## config.mk

```make
export PLATFORM = sky130hd
export DESIGN_NAME = seq_normalizer
export DESIGN_NICKNAME = d
export VERILOG_FILES = /design/src/rtl/seq_normalizer.sv
export SDC_FILE = /design/constraint.sdc
export NUM_CORES = 1
export LEC_CHECK = 0
export CAP_MARGIN = 20
export CORE_MARGIN = 2
export CORE_UTILIZATION = 54
export DETAILED_ROUTE_END_ITERATION = 6
export PLACE_DENSITY = 0.9
export REMOVE_ABC_BUFFERS = 1
export SYNTH_ARGS = -nofsm -noshare
export SYNTH_HDL_FRONTEND = slang
export SYNTH_SLANG_ARGS = --single-unit
```

## constraint.sdc

```tcl
create_clock -name clk_in -period 3.15 [get_ports clk_in]
set_input_delay 0.63 -clock clk_in [delete_from_list [all_inputs] [get_ports clk_in]]
set_output_delay 0.63 -clock clk_in [all_outputs]
set_load 0.02 [all_outputs]
```

## src/rtl/seq_normalizer.sv

```systemverilog
// Iterative normalizer: shifts an operand one bit per clock toward the MSB (left) or
// LSB (right) until that end bit is set, reporting the word, shift count and zero flag.
module seq_normalizer #(
  parameter int unsigned WIDTH = 8,
  parameter int unsigned AMT_W = 3
) (
  input  logic             clk_in,
  input  logic             rst_n_in,
  input  logic             start_in,
  input  logic [WIDTH-1:0] a_in,
  input  logic             dir_in,
  output logic             busy_out,
  output logic             done_out,
  output logic [WIDTH-1:0] out_out,
  output logic [AMT_W-1:0] amt_out,
  output logic             zero_out
);

  typedef enum logic [0:0] {StIdle, StShift} state_e;

  state_e           state_q, state_d;
  logic [WIDTH-1:0] work_q, work_d;
  logic             dir_q, dir_d;
  logic [AMT_W-1:0] count_q, count_d;
  logic             busy_q, busy_d;
  logic             done_q, done_d;
  logic [WIDTH-1:0] out_q, out_d;
  logic [AMT_W-1:0] amt_q, amt_d;
  logic             zero_q, zero_d;

  logic work_zero;
  logic target_hit;

  assign work_zero  = (work_q == '0);
  assign target_hit = dir_q ? work_q[0] : work_q[WIDTH-1];

  always_comb begin
    state_d = state_q;
    work_d  = work_q;
    dir_d   = dir_q;
    count_d = count_q;
    busy_d  = busy_q;
    done_d  = 1'b0;
    out_d   = out_q;
    amt_d   = amt_q;
    zero_d  = zero_q;

    unique case (state_q)
      StIdle: begin
        if (start_in) begin
          work_d  = a_in;
          dir_d   = dir_in;
          count_d = '0;
          busy_d  = 1'b1;
          state_d = StShift;
        end
      end
      StShift: begin
        // A nonzero word reaches its target bit within WIDTH-1 shifts, so count cannot wrap.
        if (work_zero || target_hit) begin
          out_d   = work_q;
          amt_d   = count_q;
          zero_d  = work_zero;
          done_d  = 1'b1;
          busy_d  = 1'b0;
          state_d = StIdle;
        end else begin
          work_d  = dir_q ? (work_q >> 1) : (work_q << 1);
          count_d = count_q + AMT_W'(1);
        end
      end
      default: state_d = StIdle;
    endcase
  end

  always_ff @(posedge clk_in or negedge rst_n_in) begin
    if (!rst_n_in) begin
      state_q <= StIdle;
      work_q  <= '0;
      dir_q   <= 1'b0;
      count_q <= '0;
      busy_q  <= 1'b0;
      done_q  <= 1'b0;
      out_q   <= '0;
      amt_q   <= '0;
      zero_q  <= 1'b0;
    end else begin
      state_q <= state_d;
      work_q  <= work_d;
      dir_q   <= dir_d;
      count_q <= count_d;
      busy_q  <= busy_d;
      done_q  <= done_d;
      out_q   <= out_d;
      amt_q   <= amt_d;
      zero_q  <= zero_d;
    end
  end

  assign busy_out = busy_q;
  assign done_out = done_q;
  assign out_out  = out_q;
  assign amt_out  = amt_q;
  assign zero_out = zero_q;

endmodule
```

==> metrics.txt <==
# TYPE chip_impl_metric gauge
chip_impl_metric{name="routed_wire_length_per_instance",unit="um"} 14.7
chip_impl_metric{name="tns",unit="ns"} 0
chip_impl_metric{name="detailedRoute.firstPassIterationCount",unit=""} 2
chip_impl_info{name="synth.area.top_cells",value="sky130_fd_sc_hd__dfrtp_1 51%, sky130_fd_sc_hd__mux2_4 18%, sky130_fd_sc_hd__mux2i_1 5.3%, sky130_fd_sc_hd__mux2_1 2.6%, sky130_fd_sc_hd__a21oi_1 2.3%"} 1
chip_impl_metric{name="port_buffers",unit=""} 25
chip_impl_metric{name="multiInputGateArea",unit="um^2"} 599
chip_impl_metric{name="ctsLongestPathBuffers",unit=""} 2
chip_impl_info{name="nature_of_the_critical_path_endpoint",value="flop"} 1
chip_impl_metric{name="achievable-frequency",unit="GHz"} 0.451
chip_impl_metric{name="drt_iter0_drc",unit=""} 4
chip_impl_metric{name="grt_first_pass_wirelength",unit="um"} 3870
chip_impl_info{name="timing.hold.worst.class",value="flop to flop"} 1
chip_impl_metric{name="drt-vias-per-instance",unit=""} 5.50
chip_impl_metric{name="cts_inserted_buffers",unit=""} 3
chip_impl_metric{name="p_leak",unit="uW"} 0.000751
chip_impl_metric{name="ys_seq_elements",unit=""} 27
chip_impl_metric{name="synthesis.yosys.warnings",unit=""} 0
chip_impl_metric{name="period_share",unit="%"} 70.5
chip_impl_metric{name="floorplan.initialDensity",unit="%"} 58.4
chip_impl_metric{name="cts_resized",unit=""} 0
chip_impl_metric{name="drv_slew",unit=""} 0
chip_impl_metric{name="placeableCoreArea",unit="mm^2"} 0.00225
chip_impl_metric{name="clk_pin_slew_worst_paths",unit="ns"} 0.15
chip_impl_info{name="critical_path.startpoint_type",value="flop"} 1
chip_impl_info{name="cts_tree",value="built"} 1
chip_impl_metric{name="worst_pin_slew",unit="ns"} 0.825
chip_impl_metric{name="htreeDepth",unit=""} 1
chip_impl_metric{name="placementRows",unit=""} 17
chip_impl_metric{name="clock_sinks",unit=""} 27
chip_impl_metric{name="area.sequential",unit="um^2"} 676
chip_impl_metric{name="die_w",unit="um"} 53.4
chip_impl_info{name="grt-busiest-layer",value="met2"} 1
chip_impl_metric{name="worst_hold_path.num_cells",unit=""} 1
chip_impl_metric{name="final_layout_size_suffix_gt1_share",unit="%"} 24.4
chip_impl_metric{name="grtUsageMet1",unit="%"} 23.0
chip_impl_metric{name="grtUsageMet3",unit="%"} 3.95
chip_impl_metric{name="met2_usage",unit="%"} 32.5
chip_impl_metric{name="reg2reg_depth",unit=""} 3
chip_impl_metric{name="antenna_violations_before_repair",unit=""} 0
chip_impl_metric{name="fp.dieArea",unit="mm^2"} 0.00285
chip_impl_metric{name="finClkSkew",unit="ns"} 0.0116
chip_impl_metric{name="ant_nets",unit=""} 0
chip_impl_metric{name="insertedDiodeCount",unit=""} 0
chip_impl_metric{name="timing.reg2reg.setup_slack",unit="ns"} 0.93
chip_impl_metric{name="number_of_instances_in_the_synthesized_netlist",unit=""} 97
chip_impl_metric{name="worstPathRequired",unit="ns"} 3.37
chip_impl_metric{name="worst-path-max-fanout",unit=""} 13
chip_impl_metric{name="synth_top_area_share",unit="%"} 51.3
chip_impl_metric{name="cts_hold_buf",unit=""} 0
chip_impl_metric{name="detailroute.via_count",unit=""} 831
chip_impl_info{name="status",value="complete, no violations"} 1
chip_impl_metric{name="cap_violations",unit=""} 0
chip_impl_metric{name="irDropWorstVdd",unit="uV"} 718
chip_impl_metric{name="top_level_port_count",unit=""} 26
chip_impl_metric{name="final.min_clock_period",unit="ns"} 2.22
chip_impl_metric{name="gr-usage-all-layers",unit="%"} 19.2
chip_impl_metric{name="n_fill_cell",unit=""} 175
chip_impl_metric{name="arrival",unit="ns"} 2.44
chip_impl_metric{name="post_cts_buffers",unit=""} 0
chip_impl_metric{name="drc_errors",unit=""} 0
chip_impl_metric{name="place_hpwl",unit="um"} 1530
chip_impl_metric{name="finalSetupViolCount",unit=""} 0
chip_impl_metric{name="first_global_vias",unit=""} 877
chip_impl_info{name="reg2reg_to",value="amt_out[0]"} 1
chip_impl_metric{name="final_hold_viol_count",unit=""} 0
chip_impl_metric{name="clk-insertion-delay-late",unit="ns"} 0.33
chip_impl_metric{name="drt-total-wl",unit="um"} 2220
chip_impl_info{name="ys.flop_type",value="sky130_fd_sc_hd__dfrtp_1"} 1
chip_impl_metric{name="area_delta_synth_final",unit="%"} 22.6
chip_impl_metric{name="timing.max_slew.rel_slack",unit="%"} 45.0
chip_impl_metric{name="post_synth.cell_area_avg",unit="um^2"} 13.6
chip_impl_info{name="critPathKind",value="flop to flop"} 1
chip_impl_info{name="worst_r2r_startpoint",value="dir_q"} 1
chip_impl_metric{name="nets",unit=""} 137
chip_impl_info{name="synth_top_area_cell",value="sky130_fd_sc_hd__dfrtp_1"} 1
chip_impl_info{name="post_synth_most_frequent_cells",value="27 x sky130_fd_sc_hd__dfrtp_1, 16 x sky130_fd_sc_hd__mux2_4, 7 x sky130_fd_sc_hd__mux2i_1"} 1
chip_impl_metric{name="grt_max_degree",unit=""} 28
chip_impl_info{name="setup_repair_after_global_routing_missed_its_margin",value="no"} 1
chip_impl_metric{name="final_weighted_congestion_in_routability_driven_placement",unit=""} 0.703
chip_impl_info{name="timing.hold.worst_endpoint",value="count_q[2]"} 1
chip_impl_metric{name="synth_cell_type_count",unit=""} 26
chip_impl_info{name="min-delay-start",value="count_q[2]"} 1
chip_impl_metric{name="share_of_synthesized_flip_flops_with_an_asynchronous_set_or_reset",unit="%"} 100
chip_impl_info{name="yosys.cell_count.top_type",value="sky130_fd_sc_hd__dfrtp_1"} 1
chip_impl_metric{name="power_per_cell_area",unit="mW/mm^2"} 1130
chip_impl_metric{name="synth_enable_flop_cells",unit=""} 0
chip_impl_metric{name="utilization",unit="%"} 71.6
chip_impl_metric{name="netlist_area",unit="mm^2"} 0.00132
chip_impl_metric{name="grt_overflow_total",unit=""} 0
chip_impl_metric{name="totalPowerFinal",unit="uW"} 1820
chip_impl_info{name="root_buffer",value="sky130_fd_sc_hd__clkbuf_4"} 1
chip_impl_metric{name="fp.dieH",unit="um"} 53.4
chip_impl_metric{name="ys_seq_area_share",unit="%"} 51.3
==> metrics by stage <==
stage	worst slack, ns	cells	area [um^2]	hold slack (ns)
3_3_place_gp	1.00	147	1590	0.464
4_1_cts	0.900	151	1610	0.512
5_1_grt	0.815	151	1610	0.539
3_5_place_dp	0.943	147	1590	0.485
2_1_floorplan	1.19	93	1290	0.334
6_report	0.931	151	1610	0.512
==> worst max-delay path: stages (launching register included) <==
cell                      delay (ns)
sky130_fd_sc_hd__dfrtp_1        0.66
sky130_fd_sc_hd__mux2_2         0.41
sky130_fd_sc_hd__o21ai_2        0.65
sky130_fd_sc_hd__mux2_1         0.39
==> cells in the final DEF (no fill, tap or decap), drive strengths merged, types with 2 or more instances in the layout <==
master,instances
a21oi,6
inv,5
mux2i,7
nand2,2
clkdlybuf4s50,25
clkbuf,3
or4,2
mux2,21
o211ai,2
o21ai,5
nand3,3
dfrtp,27
nor2,7
==> layout make-up <==
class                      count  area share, %
tap                           28           2.17
clock buffer                   3           1.40
multi-input combinational     61           37.1
sequential                    27           41.9
timing repair buffer          26           16.0
inverter                       5           1.16
clock inverter                 1          0.310
==> worst max path at each step <==
| stage | end | slack [ns] | cells after the start | from |
|---|---|---|---|---|
| floorplan | amt_out[0] | 1.19 | 3 | dir_q |
| global placement | amt_out[1] | 1.00 | 3 | dir_q |
| detailed placement | amt_out[0] | 0.94 | 3 | dir_q |
| CTS | amt_out[0] | 0.90 | 3 | dir_q |
| global route | amt_out[0] | 0.82 | 3 | dir_q |
| finish | amt_out[0] | 0.93 | 3 | dir_q |
==> cell families (layout without fill, tap and decap cells) <==
logic type      Yosys count  after routing  synth area share [%]
buf+inv                   9             35                  3.14
fa+ha+maj                 1              1                 0.950
flops                    27             27                  51.3
simple gates             16             16                  8.08
compound gates           16             16                  8.65
mux                      28             28                  27.9
==> report_power, final <==
part	switching (uW)	internal, uW	total [uW]
logic	389	570	960
registers	201	513	714
clock network	102	47.7	150
==> routing by layer <==
| metal | part of all wire [%] | up-vias | routed length, um |
|---|---|---|---|
| met3 | 4.4 | 8 | 98 |
| met1 | 44 | 403 | 983 |
| met4 | 3.2 | 0 | 70 |
| li1 | - | 397 | - |
| met5 | 0 | - | 0 |
| met2 | 48 | 23 | 1070 |
==> sequential cells by signal, indices dropped and copies added, names as in the netlist <==
| name | count |
|---|---|
| out_out | 8 |
| work_q | 8 |
| amt_out | 3 |
| count_q | 3 |
| busy_out | 1 |
| dir_q | 1 |
| done_out | 1 |
| state_q | 1 |
| zero_out | 1 |
Note: power is estimated with default switching activity, not from simulation.
